[src/rtl/sysdefs.svh]
// rtl/sysdefs.svh - solver-wide sizing constants
`ifndef SYSDEFS_SVH
`define SYSDEFS_SVH

localparam int MAX_VARS_BITS = 8;

`endif

[src/rtl/imply_pkg.sv]
// rtl/imply_pkg.sv - shared types and defaults for the implication stack
package imply_pkg;

`include "sysdefs.svh"

    typedef struct packed {
        logic [MAX_VARS_BITS-1:0] var_idx;
        logic                     val;
    } imply_entry_t;

    localparam int IMPLY_STACK_DEPTH = 16;

endpackage

[src/rtl/imply_stack_mem.sv]
// rtl/imply_stack_mem.sv - unreset entry array, one write port, one combinational read port
module imply_stack_mem
    import imply_pkg::*;
#(
    parameter int DEPTH = IMPLY_STACK_DEPTH,
    parameter int AW    = $clog2(DEPTH)
) (
    input  logic         clock,
    input  logic         we,
    input  logic [AW-1:0] waddr,
    input  imply_entry_t wdata,
    input  logic [AW-1:0] raddr,
    output imply_entry_t rdata
);

    imply_entry_t mem_q [DEPTH];

    always_ff @(posedge clock) begin
        if (we) begin
            mem_q[waddr] <= wdata;
        end
    end

    assign rdata = mem_q[raddr];

endmodule

[src/rtl/imply_stack.sv]
// rtl/imply_stack.sv - LIFO of implied (variable, value) pairs; IMPLY_STACK_HWM_EN adds a high-water mark port
module imply_stack
    import imply_pkg::*;
#(
    parameter int DEPTH    = IMPLY_STACK_DEPTH,
    parameter int CNT_BITS = $clog2(DEPTH) + 1
) (
    input  logic                     clock,
    input  logic                     reset,
    input  logic                     push_en,
    input  logic [MAX_VARS_BITS-1:0] push_var_idx,
    input  logic                     push_val,
    input  logic                     pop_en,
    input  logic                     flush,
    output logic [MAX_VARS_BITS-1:0] top_var_idx,
    output logic                     top_val,
    output logic                     top_valid,
    output logic                     empty,
    output logic                     full,
    output logic [CNT_BITS-1:0]      count,
`ifdef IMPLY_STACK_HWM_EN
    output logic                     overflow,
    output logic [CNT_BITS-1:0]      hwm
`else
    output logic                     overflow
`endif
);

    localparam int AW = $clog2(DEPTH);

    logic [CNT_BITS-1:0] count_q, count_d, count_m1;
    logic                overflow_q, overflow_d;
    logic                is_empty, is_full;
    logic                mem_we;
    logic [AW-1:0]       mem_waddr, mem_raddr;
    imply_entry_t        wr_entry, rd_entry;

    assign count_m1  = count_q - CNT_BITS'(1);
    assign is_empty  = (count_q == '0);
    assign is_full   = (count_q == CNT_BITS'(DEPTH));
    assign mem_raddr = count_m1[AW-1:0];
    assign wr_entry  = '{var_idx: push_var_idx, val: push_val};

    always_comb begin
        count_d    = count_q;
        overflow_d = overflow_q;
        mem_we     = 1'b0;
        mem_waddr  = count_q[AW-1:0];
        if (flush) begin
            count_d    = '0;
            overflow_d = 1'b0;
        end else if (push_en && pop_en) begin
            // Replacing the top keeps depth constant, so a full stack never overflows here
            mem_we = 1'b1;
            if (is_empty) begin
                mem_waddr = '0;
                count_d   = CNT_BITS'(1);
            end else begin
                mem_waddr = mem_raddr;
            end
        end else if (push_en) begin
            if (is_full) begin
                overflow_d = 1'b1;
            end else begin
                mem_we  = 1'b1;
                count_d = count_q + CNT_BITS'(1);
            end
        end else if (pop_en) begin
            if (!is_empty) begin
                count_d = count_m1;
            end
        end
    end

    always_ff @(posedge clock or negedge reset) begin
        if (!reset) begin
            count_q    <= '0;
            overflow_q <= 1'b0;
        end else begin
            count_q    <= count_d;
            overflow_q <= overflow_d;
        end
    end

`ifdef IMPLY_STACK_HWM_EN
    logic [CNT_BITS-1:0] hwm_q, hwm_d;

    always_comb begin
        hwm_d = hwm_q;
        if (flush) begin
            hwm_d = '0;
        end else if (count_d > hwm_q) begin
            hwm_d = count_d;
        end
    end

    always_ff @(posedge clock or negedge reset) begin
        if (!reset) begin
            hwm_q <= '0;
        end else begin
            hwm_q <= hwm_d;
        end
    end

    assign hwm = hwm_q;
`endif

    imply_stack_mem #(
        .DEPTH (DEPTH),
        .AW    (AW)
    ) u_mem (
        .clock (clock),
        .we    (mem_we),
        .waddr (mem_waddr),
        .wdata (wr_entry),
        .raddr (mem_raddr),
        .rdata (rd_entry)
    );

    assign top_var_idx = is_empty ? '0 : rd_entry.var_idx;
    assign top_val     = is_empty ? 1'b0 : rd_entry.val;
    assign top_valid   = !is_empty;
    assign empty       = is_empty;
    assign full        = is_full;
    assign count       = count_q;
    assign overflow    = overflow_q;

endmodule

[config.mk]
export PLATFORM = sky130hd
export DESIGN_NAME = imply_stack
export DESIGN_NICKNAME = d
export VERILOG_FILES = /design/src/rtl/imply_pkg.sv /design/src/rtl/imply_stack_mem.sv /design/src/rtl/imply_stack.sv
export VERILOG_INCLUDE_DIRS = /design/src /design/src/rtl
export SDC_FILE = /design/constraint.sdc
export NUM_CORES = 1
export LEC_CHECK = 0
export BUFFER_PORTS_ARGS = -buffer_cell sky130_fd_sc_hd__clkbuf_2
export CELL_PAD_IN_SITES_DETAIL_PLACEMENT = 0
export CELL_PAD_IN_SITES_GLOBAL_PLACEMENT = 1
export CORE_AREA = 2 2 93 163
export CTS_BUF_LIST = sky130_fd_sc_hd__clkbuf_8
export DETAILED_ROUTE_END_ITERATION = 10
export DIE_AREA = 0 0 95 165
export PLACE_DENSITY = 0.79
export RECOVER_POWER = 100
export SYNTH_ARGS = -nofsm -noshare
export SYNTH_HDL_FRONTEND = slang
export SYNTH_SLANG_ARGS = --single-unit
[constraint.sdc]
create_clock -name clock -period 5.3 [get_ports clock]
set_input_delay 0.265 -clock clock [delete_from_list [all_inputs] [get_ports clock]]
set_output_delay 0.265 -clock clock [all_outputs]
set_load 0.02 [all_outputs]
==> impl_summary.txt <==
----------------------------------------------------
[Run status]
  Result of the run ... finished, violations left
  Violations in the final reports ... max-capacitance violations, max-slew violations

[Worst setup path]
  Critical setup path kind ... reg2reg
  Critical path required time ... 5.35 ns
  Element type at the critical path end ... flop
  Library cell contributing the largest single delay on the critical path ... clkbuf_1
  Cell breakdown of the critical path ... clkbuf_1 > nor4b_1 > a2111oi_0 > o21ai_1 > nor2_1
  CP max FO ... 33
  Max stage delay on crit path ... 1.57 ns
  Setup slack on the worst flop-to-flop path ... 0.83 ns
  Worst endpoint data arrival time ... 4.52 ns
  Critical path launch point type ... flop

[Floorplan]
  I/O pin total ... 32
  Die Y ... 165 µm
  Starting utilization of the core area ... 0.446
  Floorplan die area ... 15700 µm²
  FP Rows ... 58
  Die width ... 95 µm
  Core region area ... 14300 µm²

[GRT]
  Met2 Use GR ... 0.329
  Largest net degree at the start of global routing ... 34
  Most Crowded Layer GR ... met2
  Met3 usage in global routing ... 0.0351
  Combined global-route utilization of all metal layers ... 0.183
  Met1 usage in global routing ... 0.213
  Initial antenna violation count ... 0
  Number of global-route vias before repair ... 3432
  First-pass GRT wire length ... 20200 µm
  Aggregate global routing overflow ... 0

[STA]
  Final setup violating endpoints ... 0
  Unrepaired setup endpoints after global routing ... false
  Worst-case clock skew ... 0.0143 ns
  Max Transition Viols Final ... 34
  Worst hold margin ... 0.147 ns
  Fin crit period ... 4.47 ns
  Hold Fails Final Rpt ... 0
  Tightest slew margin relative to the limit ... -0.463
  Fmax ... 224 MHz
  Ratio of final minimum period to clock period ... 0.843
  Worst-Margin Slew ... 2.19 ns
  Setup tns final ... 0 ns

[Clock tree]
  Number of sinks driven by the clock tree ... 150
  Cts bufs inserted ... 17
  Postcts setup bufs ... 0
  Longest Clk Path Bufs ... 2
  Level count of the clock H-tree ... 4
  Quantity of hold-fixing buffers added after cts ... 1
  Clock latency at the later pin of the worst-skew pair ... 0.44 ns
  Number of cells upsized or downsized after cts ... 0
  TritonCTS clock tree ... built
  Clock transition time at the flip-flop clock pins of the worst setup and hold paths ... 0.08 ns
  Clk Tree Root Cell ... clkbuf_8

[Placement]
  Weighted congestion reported at the end of routability-driven placement ... 0.810
  HPWL reported at the end of detailed placement ... 8690 µm
  Number of instances in the placed design ... 536
  Count of buffers inserted at the top-level ports ... 31

[Drt]
  DRC violations left ... 0
  Average detailed-routed wire length per instance ... 23.5 µm
  Drt via density ... 5.93
  Sum of routed wire length over all layers ... 13300 µm
  Total via count after detailed routing ... 3376
  Drt first-iter violations ... 185
  Drt first pass iters ... 6
  Detail Route Antenna Nets ... 0

[Synthesis]
  Synthesized netlist net count ... 356
  Post-synthesis average cell area ... 18.7 µm²
  Share of synthesized area occupied by flip-flops and latches ... 0.702
  Top cell type's share of synthesized area ... 0.678
  Proportion of register bits with asynchronous set or reset after synthesis ... 0.0400
  Synth unique cells ... 47
  Synthesis warning total ... 0
  Count of flip-flops with a built-in enable after synthesis ... 144
  Main flop type after synthesis ... edfxtp_1
  Synthesized netlist cell count ... 340
  Top cells by area in the synthesized netlist ... edfxtp_1, mux4_2, mux2_2
  Cell taking the most area after synthesis ... edfxtp_1
  Register bit count reported by yosys ... 150
  Total standard cell area after synthesis ... 6370 µm²

[Power and ir drop]
  Pwr/cell area ... 421 nW/µm²
  Max rail drop VDD ... 240 µV
  Static Leakage ... 0.00226 µW
  Total power draw ... 2990 µW

[Cells and area]
  Fraction of layout cells with a size suffix above 1 ... 0.226
  Top library cells by usage in the layout, fill and taps aside ... edfxtp_1, mux4_2, clkbuf_1
  Non-filler cells, final ... 569
  Antenna cells ... 0
  Synth-to-layout area growth ... 11.3%
  Most common cell after layout, fill and taps aside ... edfxtp_1
  Number of nets in the final layout ... 392

[Min path]
  Path class of the lowest-slack min-delay path ... in2reg

[Run]
  Number of maximum-capacitance constraint violations ... 1

----------------------------------------------------
[layer usage]
layer / routed length (µm) / vias to the layer above
met5: 0 / -
met4: 171 / 0
met3: 413 / 10
met2: 7540 / 89
met1: 5220 / 1797
li1: - / 1480
[path summary, 6_finish.rpt]
kind                          start                end  cells past startpoint
max                        count[0]  u_mem.mem_q[7][8]                      5
min                           flush           overflow                      2
max reg2reg                count[0]  u_mem.mem_q[7][8]                      5
min reg2reg                overflow           overflow                      2
max in group asynchronous     reset           count[1]                      2
min in group asynchronous     reset           overflow                      2
[through the flow]
stage	instance area, µm²	setup slack, ns	util
2_1_floorplan	6370	1.35	-
3_3_place_gp	6680	1.51	0.467
3_5_place_dp	6680	1.46	0.467
4_1_cts	7140	0.958	0.499
5_1_grt	7100	0.399	0.496
6_report	7100	0.830	0.496
[critical path, delay by kind of cell, from the launching register on]
family,cells,cell delay [ns]
simple gates,2,1.15
buf+inv,1,1.57
flops,1,0.35
compound gates,2,0.98
[synth_stat cells (2+ instances only)]
cell       instances
nand4_1            2
edfxtp_1         144
mux2i_1            2
dfrtp_1            6
nor2b_1            4
nand3b_1           2
nand2_1            2
clkbuf_1          13
a2111oi_0          3
o211ai_1           2
a21oi_1            9
nor4b_1            3
o22ai_1            2
inv_1              9
mux4_2            28
nor4_1             2
o21ai_1            2
buf_6              2
a31oi_1            4
nand3_1            2
ha_1               2
o21ai_0            5
o21a_1             2
a22o_1            10
buf_2              3
mux2_2            19
mux4_1             8
nor3_1             4
nor2_1            22
nand2b_1           5
[flip-flops by register name (all words and copies together) (netlist names)]
register	count
count	5
u_mem.mem_q	144
overflow	1
[final cells by class]
cell class	count	area, µm²
Sequential cell	150	4470
Inverter	9	33.8
Timing Repair Buffer	37	168
Clock inverter	15	210
Fill cell	1190	7200
Clock buffer	17	234
Tap cell	180	225
Multi-Input combinational cell	161	1750
[power breakdown]
part	internal (µW)	switching, µW
Sequential	1320	17.6
Combinational	308	372
Clock	555	409
[logic make-up (layout without fill, tap and decap cells)]
family	count (synthesis)	in the layout	synth area share
buffers and inverters	29	78	0.0226
and+or+nand+nor	57	57	0.0512
AOI/OAI and AO/OA	43	43	0.0461
xor gates and xnor gates	2	2	0.00569
DFF	150	150	0.702
muxes	57	57	0.169
adders and majority gates	2	2	0.00392
No activity file was read; power rests on OpenSTA's default activity.
